[src/rtl/ashl4_seq.sv]
// rtl/ashl4_seq.sv - sequential arithmetic left shifter, one bit per clock, with signed-overflow flag
//
// Ports:
//   clk   : rising-edge clock
//   rst   : asynchronous active-high reset; aborts any operation in flight
//   start : request a shift; a and shamt are captured on the same edge
//   a     : signed WIDTH-bit operand
//   shamt : shift amount, 0..2^SHW-1 (amounts of WIDTH or more give y=0)
//   y     : working/result register; final only while done=1 and until the next start
//   ovf   : sticky signed-overflow flag for the current operation
//   busy  : high while shifting
//   done  : one-cycle pulse marking y and ovf as final
module ashl4_seq #(
  parameter int WIDTH = 4,
  parameter int SHW   = 3
) (
  input  logic             clk,
  input  logic             rst,
  input  logic             start,
  input  logic [WIDTH-1:0] a,
  input  logic [SHW-1:0]   shamt,
  output logic [WIDTH-1:0] y,
  output logic             ovf,
  output logic             busy,
  output logic             done
);

  typedef enum logic [1:0] {
    S_IDLE  = 2'd0,
    S_SHIFT = 2'd1,
    S_DONE  = 2'd2
  } state_t;

  state_t           state_q, state_d;
  logic [WIDTH-1:0] y_q, y_d;
  logic             ovf_q, ovf_d;
  logic [SHW-1:0]   cnt_q, cnt_d;

  always_ff @(posedge clk or posedge rst) begin
    if (rst) begin
      state_q <= S_IDLE;
      y_q     <= '0;
      ovf_q   <= 1'b0;
      cnt_q   <= '0;
    end else begin
      state_q <= state_d;
      y_q     <= y_d;
      ovf_q   <= ovf_d;
      cnt_q   <= cnt_d;
    end
  end

  always_comb begin
    state_d = state_q;
    y_d     = y_q;
    ovf_d   = ovf_q;
    cnt_d   = cnt_q;

    unique case (state_q)
      S_IDLE, S_DONE: begin
        // DONE accepts a new start exactly like IDLE, so held start gives
        // back-to-back operations with no idle cycle in between.
        if (start) begin
          y_d     = a;
          cnt_d   = shamt;
          ovf_d   = 1'b0;
          state_d = (shamt != '0) ? S_SHIFT : S_DONE;
        end else begin
          state_d = S_IDLE;
        end
      end
      S_SHIFT: begin
        // A sign change on any single step means the true product no longer
        // fits; the flag is sticky so it survives later steps that shift
        // the offending bits out.
        y_d   = {y_q[WIDTH-2:0], 1'b0};
        ovf_d = ovf_q | (y_q[WIDTH-1] ^ y_q[WIDTH-2]);
        cnt_d = cnt_q - SHW'(1);
        if (cnt_q == SHW'(1)) begin
          state_d = S_DONE;
        end
      end
      default: begin
        state_d = S_IDLE;
      end
    endcase
  end

  assign y    = y_q;
  assign ovf  = ovf_q;
  assign busy = (state_q == S_SHIFT);
  assign done = (state_q == S_DONE);

endmodule
[config.mk]
export PLATFORM = sky130hd
export DESIGN_NAME = ashl4_seq
export DESIGN_NICKNAME = d
export VERILOG_FILES = /design/src/rtl/ashl4_seq.sv
export SDC_FILE = /design/constraint.sdc
export NUM_CORES = 1
export LEC_CHECK = 0
export ABC_AREA = 1
export BUFFER_PORTS_ARGS = -buffer_cell sky130_fd_sc_hd__buf_4
export CELL_PAD_IN_SITES_DETAIL_PLACEMENT = 1
export CELL_PAD_IN_SITES_GLOBAL_PLACEMENT = 2
export CORE_MARGIN = 2
export CORE_UTILIZATION = 25
export CTS_BUF_LIST = sky130_fd_sc_hd__clkbuf_4 sky130_fd_sc_hd__clkbuf_8 sky130_fd_sc_hd__clkbuf_16
export CTS_CLUSTER_SIZE = 40
export DETAILED_ROUTE_END_ITERATION = 16
export GPL_TIMING_DRIVEN = 0
export PLACE_DENSITY_LB_ADDON = 0.05
export SYNTH_ARGS = -nofsm -noshare
export SYNTH_HDL_FRONTEND = slang
export SYNTH_SLANG_ARGS = --single-unit
[constraint.sdc]
create_clock -name clk -period 1.55 [get_ports clk]
set_clock_uncertainty 0.15 [all_clocks]
set_input_delay 0.31 -clock clk [delete_from_list [all_inputs] [get_ports clk]]
set_output_delay 0.31 -clock clk [all_outputs]
set_load 0.02 [all_outputs]
## Word-level counts from Yosys, hierarchy flattened

Index checks and enable logic that the tools add are counted.

- Flip-flop bits (word level): 10
- Input bits: 10
- Output and inout bits: 7
- Logic and storage cells: 27

- Add/sub/neg operators: 1
- Equal/unequal tests: 5
- Multiplexer cells: 10
- Bitwise gates (word level): 2
- Reductions and logical operators: 5

Operator list:

| kind | number |
|---|---|
| 4-bit case mux with 2 select lines | 1 |
| 2-bit two-way mux | 3 |
| 3-bit case mux with 2 select lines | 1 |
| 4-bit two-way mux | 1 |
| 2-bit case mux with 2 select lines | 1 |
| 3-bit by 1-bit == test with 1-bit output, second input constant | 1 |
| 3-bit two-way mux | 1 |
| 3-bit nonzero test | 1 |
| 3-bit by 1-bit subtractor with 3-bit output, second input constant | 1 |
| 2-bit by 1-bit == test with 1-bit output, second input constant | 1 |
| 2-bit == test, second input constant | 1 |
| 2-bit logical NOT | 1 |
| 2-bit by 1-bit != test with 1-bit output, second input constant | 1 |
| 2-bit != test, second input constant | 1 |
| 1-bit case mux with 2 select lines | 1 |
| 2-bit AND reduction | 1 |
| 2-bit nonzero test | 1 |
| 2-bit OR reduction | 1 |
| 1-bit two-way mux | 1 |
| 1-bit OR | 1 |
| 1-bit XOR | 1 |

## Logic depth before layout (Yosys ltp)

- Depth in word-level cells: 4
- Gate-level depth with buffers: 7
- Mapped depth without buffers: 7

## Worst setup path after synthesis

Ideal clock, no wire load.

- Path kind: register -> output
- Start point: reg state_q[1]
- End point: out done
- Arrival time: 0.709 ns
- Data required time: 1.090 ns
- Setup slack: 0.381 ns
- Stages on the path, launching flop included: 3
- Buffers on the path: 0
- Cells stage by stage: dfrtp_1 > inv_1 > nor2_1

- Word-level cells in the longest chain between the ends: 1

Ends and longest elaborated chain:

| element | line | source |
|---|---|---|
| from (decl) | 34 | `state_t state_q, state_d;` |
| from (signal assigned) | 46 | `state_q <= state_d;` |
| 2-bit == test | 92 | `assign done = (state_q == S_DONE);` |
| to (decl) | 25 | `output logic done` |

No other way between the ends.

## Worst setup path after layout

- Start point: reg state_q[0]
- End point: out busy

- Word-level cells in the longest chain between the ends: 1

Ends and longest elaborated chain:

| element | line | source |
|---|---|---|
| 2-bit by 1-bit == test with 1-bit output | 91 | `assign busy = (state_q == S_SHIFT);` |
| to (decl) | 24 | `output logic busy,` |

No other way between the ends.

==> impl_metrics.yaml <==
status:
  status: "finished, final reports clean"
critical_path:
  arrival_ns: 0.99
  crit_chain: "inv_2 -> nor2_4 -> buf_4"
  start_kind: "register"
  startpoint: "state_q[0]"
  cpLargestDelayFamily: "flip-flops"
  rr_endpoint: "cnt_q[2]"
  crit_type: "register to output pin"
  critical_path_buf_inv_count: 2
  cp_max_fo: 4
  critPathSlowestCell: "dfrtp_1"
  crit_required_ns: 1.09
  r2r_setup_slack_ns: 0.31
  max_stage_delay_ns: 0.40
  end_kind: "output pin"
  r2r_cells: 6
  r2r_start: "state_q[0]"
placed_design:
  place_ws_ns: 0.176
  placed_cell_area_um2: 721
  gp_congestion: 0.713
  hpwl_um: 1060
  io_buffers: 16
  dp.cells: 128
clock_tree:
  numClockSinks: 10
  cts_made_buffers: 3
  clkLatencyLatePin_ns: 0.26
  htreeDepth: 1
  cts_max_path_buffers: 2
  cts_tree: "done"
  root_buffer: "clkbuf_4"
  clkSlewWorstSetupHoldPaths_ns: 0.07
global_routing:
  grt_pass1_wl_um: 2370
  grt_busiest_layer: "met2"
  antenna_found_initial: 0
  grtUsageMet1: 0.155
  grt_pass1_vias: 566
  grt.total_usage: 0.125
  grt.met2_usage: 0.205
  grt_use_met3: 0.0172
  grt_max_degree: 11
  grt_overflow: 0
power:
  power.density_nw_per_um2: 2030
  power_mw: 1.57
  ir_drop_v: 0.000633
  leakagePower_nw: 0.457
timing:
  slew_headroom: 0.739
  max_clock_freq_ghz: 0.689
  setup_violations: 0
  finalSetupTns_ns: 0
  final_max_slew_viol_count: 0
  tightest_slew_ns: 0.391
  fin_hold_ws_ns: 0.107
  fin_crit_sh: 0.936
  rsz0062_at_grt: "false"
  timing.final.ws_setup_ns: 0.0993
  period_minus_slack_ns: 1.45
  finalHoldViolCount: 0
finish:
  syn_to_final_growth_pct: 36.9
  fin_util: 0.357
  fillCellCount: 300
  n_antenna_cell: 0
  stdcell_count: 134
  final_cell_area_um2: 774
  layout.nets: 119
  drive_above_1_share: 0.226
min_path:
  hold_start: "a[0]"
  whs_path_depth: 3
  min_to: "y[0]"
  hp-class: "input port to register"
route:
  viasPerCell: 4.08
  wl_per_cell_um: 9.82
  dr_total_vias: 547
  first_iter_violations: 1
  ant_nets: 0
  dr.pass1.iters: 2
  wl_um: 1320
  drc: 0
synth:
  synth_area_leader_cell: "dfrtp_1"
  netlist_area_um2: 566
  synth_top_flop_cell: "dfrtp_1"
  synth.most_common_cell: "nand2_1"
  syn_nets: 96
  synth.area.top_cells: "dfrtp_1, nand2_1, inv_1"
  ys_seq_area_frac: 0.442
  synth_top_cell_area_share: 0.442
  synthCells: 84
  async_reset_ff_frac: 1.00
  yosys_warnings: 0
  syn_area_per_cell_um2: 6.73
  synth_edf_count: 0
  synthTopCellsByCount: "nand2_1, inv_1, nor2_1"
  ys_seq_elements: 10
  synth_cell_types: 13
die:
  core_area_um2: 2170
  ioPinCount: 17
  die_h_um: 51.6
  start_util: 0.261
  fp-row-count: 17
  die_area_um2: 2660
  die_x_um: 51.6
run:
  maxCapViolations: 0
-- cell type report --
| cell class | instances | area (µm²) | share of cell area |
|---|---|---|---|
| multi-input cells | 56 | 248 | 0.320 |
| flip-flops and latches | 10 | 250 | 0.323 |
| well taps | 28 | 35.0 | 0.0452 |
| clock buffers | 4 | 36.3 | 0.0468 |
| repair buffers | 18 | 138 | 0.178 |
| inverters | 18 | 67.6 | 0.0872 |
-- worst max-delay path by stage --
stage          endpoint  slack (ns)  cells past startpoint
2_1_floorplan      done        0.38                      2
3_3_place_gp       busy        0.17                      3
3_5_place_dp       busy        0.18                      3
4_1_cts            busy        0.08                      3
5_1_grt            busy        0.03                      3
6_report           busy         0.1                      3
-- registers in the layout (all words and copies together) (netlist names) --
name,flops
cnt_q,3
state_q,2
y,4
ovf,1
-- placed cells by master, fill, tap and decap left out --
cell,count
nand2_1,31
o21ai_1,1
inv_2,1
nand3_1,3
ha_1,2
inv_1,17
nor2_1,13
dlygate4sd3_1,1
nor2_4,1
nor3_1,1
dfrtp_1,10
o21ai_0,2
buf_4,17
a21oi_1,1
clkbuf_4,3
nand2_2,1
clkbuf_8,1
-- worst min-delay path, stage by stage --
cell,delay [ns]
buf_4,0.07
nand2_1,0.04
o21ai_0,0.05
-- cell families (layout without fill, tap and decap cells) --
| group | count (synthesis) | in the layout | share of synthesized area |
|---|---|---|---|
| simple gates | 50 | 50 | 0.358 |
| fa+ha+maj | 2 | 2 | 0.0442 |
| flops | 10 | 10 | 0.442 |
| buf+inv | 18 | 40 | 0.119 |
| compound gates | 4 | 4 | 0.0354 |
-- power breakdown --
part	leakage, nW	internal [mW]	switching (mW)
clock network	0.0210	0.142	0.0880
registers	0.119	0.394	0.108
logic	0.317	0.334	0.506
-- what timing repair did --
action | CTS | global route
buffers inserted | 1 | 0
hold buffers | 1 | 0
resized for setup | 0 | 0
hold endpoints to repair | 10 | 0
setup endpoints to repair | 1 | 0
-- layer usage --
layer  share of wire  up-vias  wire length, µm
met3           0.032        0               42
met2            0.49       10              643
met4               0        0                0
met5               0        -                0
met1            0.48      249              630
li1                -      288                -
Note: power is estimated with default switching activity, not from simulation.
